[config.mk]
export PLATFORM = sky130hd
export DESIGN_NAME = fetch_fifo
export DESIGN_NICKNAME = d
export VERILOG_FILES = /design/src/rtl/fetch_pkg.sv /design/src/rtl/fifo_mem.sv /design/src/rtl/fetch_fifo.sv
export SDC_FILE = /design/constraint.sdc
export NUM_CORES = 1
export LEC_CHECK = 0
export ABC_AREA = 1
export CELL_PAD_IN_SITES_DETAIL_PLACEMENT = 1
export CELL_PAD_IN_SITES_GLOBAL_PLACEMENT = 1
export CORE_ASPECT_RATIO = 0.75
export CORE_MARGIN = 4
export CORE_UTILIZATION = 52
export CTS_CLUSTER_SIZE = 28
export DETAILED_ROUTE_END_ITERATION = 8
export MAX_ROUTING_LAYER = met4
export PLACE_DENSITY = 0.86
export SYNTH_ARGS = -nofsm -noshare
export SYNTH_HDL_FRONTEND = slang
export SYNTH_SLANG_ARGS = --single-unit
[constraint.sdc]
create_clock -name clk -period 6.2 [get_ports clk]
set_input_delay 0.62 -clock clk [delete_from_list [all_inputs] [get_ports clk]]
set_output_delay 0.62 -clock clk [all_outputs]
set_load 0.005 [all_outputs]
[src/rtl/fetch_pkg.sv]
// fetch_pkg: shared types and sizing for the fetch-side instruction FIFO.
// Holds the default payload type, the default depth and the occupancy
// counter type, plus a helper that derives counter width from a depth.
package fetch_pkg;

    // Default fetched-packet payload
    typedef logic [31:0] fetch_pkt_t;

    // Default number of FIFO entries (power of two, at least 2)
    localparam int FETCH_FIFO_DEPTH = 8;

    // Pointer width and occupancy width for the default depth
    localparam int FETCH_PTR_W = $clog2(FETCH_FIFO_DEPTH);
    localparam int FETCH_CNT_W = FETCH_PTR_W + 1;

    // Occupancy counter for the default depth: must represent 0..DEPTH inclusive
    typedef logic [FETCH_CNT_W-1:0] fetch_cnt_t;

    // Occupancy width for an arbitrary depth (one extra bit so "full" fits)
    function automatic int fetch_cnt_width(input int depth);
        return $clog2(depth) + 1;
    endfunction

endpackage

[src/rtl/fifo_mem.sv]
// fifo_mem: DEPTH x T storage array for the fetch FIFO.
// One synchronous write port, one asynchronous (combinational) read port.
// The array carries no reset: occupancy is tracked by the controller, so
// stale contents are never presented as valid.
module fifo_mem
    import fetch_pkg::*;
#(
    parameter type T     = fetch_pkt_t,
    parameter int  DEPTH = FETCH_FIFO_DEPTH,
    parameter int  AW    = $clog2(DEPTH)
) (
    input  logic          clk,
    input  logic          we,
    input  logic [AW-1:0] waddr,
    input  T              wdata,
    input  logic [AW-1:0] raddr,
    output T              rdata
);

    T mem_q [DEPTH];

    // Write the incoming packet into the addressed slot on an enabled edge
    always_ff @(posedge clk) begin
        if (we) begin
            mem_q[waddr] <= wdata;
        end
    end

    // Read port is purely combinational so the oldest entry is visible
    // in the same cycle the read pointer points at it
    assign rdata = mem_q[raddr];

endmodule

[src/rtl/fetch_fifo.sv]
// fetch_fifo: circular FIFO between instruction fetch and the decode skid
// buffer. Valid/ready on both sides, occupancy output for fetch throttling,
// single-cycle flush for branch redirect, asynchronous active-high reset.
//
// Optional feature: define FETCH_FIFO_BYPASS_EN to let a packet arriving at
// an empty FIFO appear on the output in the same cycle (combinational
// data_in -> data_out path). Without it the minimum latency is one cycle and
// no output depends combinationally on valid_in or ready_out.
module fetch_fifo
    import fetch_pkg::*;
#(
    parameter type T     = fetch_pkt_t,
    parameter int  DEPTH = FETCH_FIFO_DEPTH
) (
    input  logic                   clk,
    input  logic                   reset,
    input  logic                   flush,
    input  logic                   valid_in,
    input  T                       data_in,
    output logic                   ready_in,
    output logic                   valid_out,
    output T                       data_out,
    input  logic                   ready_out,
    output logic [$clog2(DEPTH):0] count
);

    localparam int AW = $clog2(DEPTH);
    localparam int CW = fetch_cnt_width(DEPTH);

    // Occupancy value that means "every slot in use"
    localparam logic [CW-1:0] FULL_C = CW'(DEPTH);

    // Pointer and occupancy state
    logic [AW-1:0] wr_ptr_q, wr_ptr_d;
    logic [AW-1:0] rd_ptr_q, rd_ptr_d;
    logic [CW-1:0] count_q,  count_d;

    // Handshake and storage-control signals
    logic stored_s;    // FIFO holds at least one entry and is not flushing
    logic bypass_s;    // empty-FIFO pass-through is presenting data_in
    logic push_s;      // upstream handshake completes
    logic pop_s;       // downstream handshake completes
    logic mem_we_s;    // packet actually lands in storage
    logic mem_pop_s;   // oldest stored entry actually leaves
    T     mem_rdata_s;

    fifo_mem #(
        .T     (T),
        .DEPTH (DEPTH),
        .AW    (AW)
    ) u_mem (
        .clk   (clk),
        .we    (mem_we_s),
        .waddr (wr_ptr_q),
        .wdata (data_in),
        .raddr (rd_ptr_q),
        .rdata (mem_rdata_s)
    );

    // Derive handshake outputs and storage controls from state, flush and reset
    always_comb begin
        stored_s = !flush && (count_q != '0);

`ifdef FETCH_FIFO_BYPASS_EN
        // Empty and not being cleared: hand data_in straight to the output
        bypass_s = !reset && !flush && (count_q == '0) && valid_in;
`else
        bypass_s = 1'b0;
`endif

        // A full FIFO refuses a push even if it pops in the same cycle;
        // this keeps ready_in independent of ready_out
        ready_in  = !reset && !flush && (count_q != FULL_C);
        valid_out = stored_s || bypass_s;

        if (stored_s) begin
            data_out = mem_rdata_s;
        end else if (bypass_s) begin
            data_out = data_in;
        end else begin
            data_out = '0;
        end

        push_s = valid_in && ready_in;
        pop_s  = valid_out && ready_out;

        // A bypassed packet taken immediately by the consumer never touches
        // storage; if the consumer stalls it is written like any other push
        mem_we_s  = push_s && !(bypass_s && ready_out);
        mem_pop_s = pop_s && stored_s;
    end

    // Next pointer/occupancy values; flush wins over any handshake
    always_comb begin
        wr_ptr_d = wr_ptr_q;
        rd_ptr_d = rd_ptr_q;
        count_d  = count_q;

        if (flush) begin
            wr_ptr_d = '0;
            rd_ptr_d = '0;
            count_d  = '0;
        end else begin
            // Pointers wrap modulo DEPTH by natural overflow
            if (mem_we_s) begin
                wr_ptr_d = wr_ptr_q + AW'(1'b1);
            end else begin
                wr_ptr_d = wr_ptr_q;
            end

            if (mem_pop_s) begin
                rd_ptr_d = rd_ptr_q + AW'(1'b1);
            end else begin
                rd_ptr_d = rd_ptr_q;
            end

            case ({mem_we_s, mem_pop_s})
                2'b10:   count_d = count_q + CW'(1'b1);
                2'b01:   count_d = count_q - CW'(1'b1);
                default: count_d = count_q;
            endcase
        end
    end

    // State registers; reset drops all entries immediately
    always_ff @(posedge clk or posedge reset) begin
        if (reset) begin
            wr_ptr_q <= '0;
            rd_ptr_q <= '0;
            count_q  <= '0;
        end else begin
            wr_ptr_q <= wr_ptr_d;
            rd_ptr_q <= rd_ptr_d;
            count_q  <= count_d;
        end
    end

    assign count = count_q;

endmodule

==> results.txt <==
* H-tree lvl count: 1
- Setup TNS Final: 0 ps
* Most frequent cells in the layout: edfxtp_1 (256), nor2_1 (194), o21ai_0 (124)
* Post-synthesis register bit count: 266
- Fraction of layout cells with a size suffix above 1: 8.47%
* Die Y: 132 µm
- Using the TritonRoute via totals, the vias-per-cell ratio works out to between 5 and 6.
* Floorplan core area: just under 0.02 mm²
- VDD sags by at most 0.000225 V.
- Slew Limit Headroom: 16.6%
- Post-synthesis net count: 868
* Core Rows: 44
- CTS tree: done
- Result of the run: complete, no violations
- Derived from the worst setup path, the maximum achievable clock frequency is between 200 and 250 MHz.
- Die Wd: 173 µm
* Initial DRC count: 715
- Global routing used between 20% and 30% of the available tracks across all layers.
* Nature of the critical path endpoint: output pin
- Critical path data arrival time: about 3800 ps
* RSZ-0062 raised after global routing: no
- Setup Fix Bufs, Post-CTS: 0
- Finished layout cell area: 0.0124 mm²
- Across the run, the number of max-cap violations was 0.
- Commonest non-fill, non-tap cell in the layout: edfxtp_1
- Total setup violations reported at the end of the flow: 0
- The final critical path takes up 71.4% of the cycle.
- Clk Latency, worst-skew pair: around 530 ps
- Summed over all cells, the static leakage comes to 4.12 nW.
* Total cell area at the placement stage: 0.0116 mm²
* Hold Vio Cnt, Final: 0
* Total global routing overflow: 0
- Post-route DRC violation count: 0
* Initial core utilization: 53.8%
- The repair_antennas step left the layout with diodes totalling 0.
- Along the worst path, the maximum fanout reaches 61.
- Pin count of the biggest net entering global routing: 73
- Post-detailed-route count of antenna-violating nets: 0
- Die area: 0.0228 mm²
* Start-to-end type of the worst setup path: flip-flop to output pin
- In this run the tool buffered the top-level ports with 74 buffer cells.
- In this run the clock root is driven by a clkbuf_16.
* Overall routed net length: 28000 µm
- The final route contains 6939 vias.
- 75 I/O pins were placed.
* Cell count after synthesis: 827
- HPWL after detailed placement: 15700 µm
- Slew at the pin with the worst max-slew slack: 1250 ps
- Vias in the first global route: 7467
- Count of filler cells inserted in the layout: approximately 1900
* Wire length of the first global-routing pass: 43200 µm
* Path type of the worst min-delay path: input port to async pin
- In the final layout, flip-flops and latches occupy 0.00794 mm².
- Distinct cells, synth: 30
- The clock passes through at most 3 buffers.
- Final hold analysis gives a worst-case slack of 471 ps.
- Average footprint of a synthesized cell: ~13 µm²
- Worst path setup slack after routing: between 1500 and 2000 ps
* Clock Pin Slew Worst Setup and Hold Paths: 60 ps
* TritonCTS Sinks: 266
- Counting I/O delays and the setup requirement, the final critical path takes 4430 ps.
- Post-synthesis sequential area ratio: between 70% and 80%
- Final Max Tran Viols: 0
- Placement-stage worst setup slack: ~2300 ps
- Kind of start point of the critical path: flip-flop
- Initial antenna violation count: 0
- Data required, critical path: 5580 ps
- Routed wire per std cell: around 24 µm
* Clk_skew: approximately 13 ps
- The multi-input combinational cells in the finished layout cover a total of 0.00239 mm².
* Hold-fix buffer count after cts: 0
- Before antenna repair, the detailed router went through 5 iterations.
- Count of cells resized by post-cts repair: 0
- Power per unit of standard cell area: 392 mW/mm²
- The cell area that synthesis handed to floorplanning was approximately 0.011 mm².
- Yosys printed 0 warnings.
- Net count of the finished layout: 930
* Routability congestion estimate: 0.735
- Counting the buffers created by CTS gives 26.
- Compared with the post-synthesis result, the final layout area differs by 17.1%.
metal layers:
metal / wire length, µm / up-vias / global-route usage, %
li1: - / 3145 / -
met1: 11500 / 3541 / 31.3
met2: 14600 / 210 / 43.7
met3: 1280 / 43 / 4.05
met4: 546 / 0 / 5.76
met5: 0 / - / -
flip-flops by register name (all words and copies together) (netlist names):
name,count
count,4
wr_ptr_q,3
rd_ptr_q,3
u_mem.mem_q,256
cells by family after synthesis:
| group | share of synthesized area, % |
|---|---|
| flip-flops | 74.9 |
| AND/OR/NAND/NOR | 9.51 |
| AO/OA/AOI/OAI | 12.0 |
| buffers and inverters | 3.16 |
| adder cells (fa/ha/maj) | 0.472 |
stage by stage:
step	util [%]	std cells	power, mW
6_report	63.0	1162	4.87
5_1_grt	63.0	1162	5.11
4_1_cts	63.0	1162	4.89
3_5_place_dp	58.6	1114	3.30
3_3_place_gp	58.6	1114	3.23
2_1_floorplan	-	827	2.81
synth_stat cells (all sizes together):
master	instances	area, µm²
a21oi	2	10.0
a22o	1	8.76
a31oi	32	200
buf	28	166
clkbuf	23	86.3
dfrtp	10	250
edfxtp	256	7690
ha	4	50.1
inv	22	82.6
nand2	34	143
nand3	5	42.5
nand3b	1	7.51
nand4	1	6.26
nor2	207	803
o21a	2	15.0
o21ai	166	835
o22ai	32	200
or2	1	6.26
final timing paths:
check	from	slack, ps	cells after the start	end
min in group clk	count[3]	580	2	count[3]
setup reg to reg	count[3]	3550	7	u_mem.mem_q[6][18]
setup / recovery	rd_ptr_q[0]	1770	7	data_out[1]
max in group asynchronous	reset	5380	2	rd_ptr_q[0]
hold reg to reg	count[3]	580	2	count[3]
hold / removal	reset	470	2	rd_ptr_q[0]
power breakdown:
part           leakage (nW)  internal (mW)  total, mW  switching [mW]
clock network         0.420          0.933       1.59           0.661
logic                  1.26          0.456       1.19           0.732
registers              2.44           2.01       2.08          0.0753
critical path, cell delays in order (launching register included):
cell,delay [ps]
dfrtp_4,860
clkinv_2,720
buf_4,530
o21ai_0,240
o22ai_1,100
o21ai_0,260
a31oi_1,70
clkdlybuf4s50_1,460
layout make-up:
class | instances | area share (%)
Clock buffer | 28 | 5.30
Clock inverter | 20 | 1.63
Inverter | 22 | 0.675
Multi-Input combinational cell | 488 | 19.2
Sequential cell | 266 | 64.0
Tap cell | 253 | 2.55
Timing Repair Buffer | 85 | 6.63
Power figures use the tool's default switching activity.
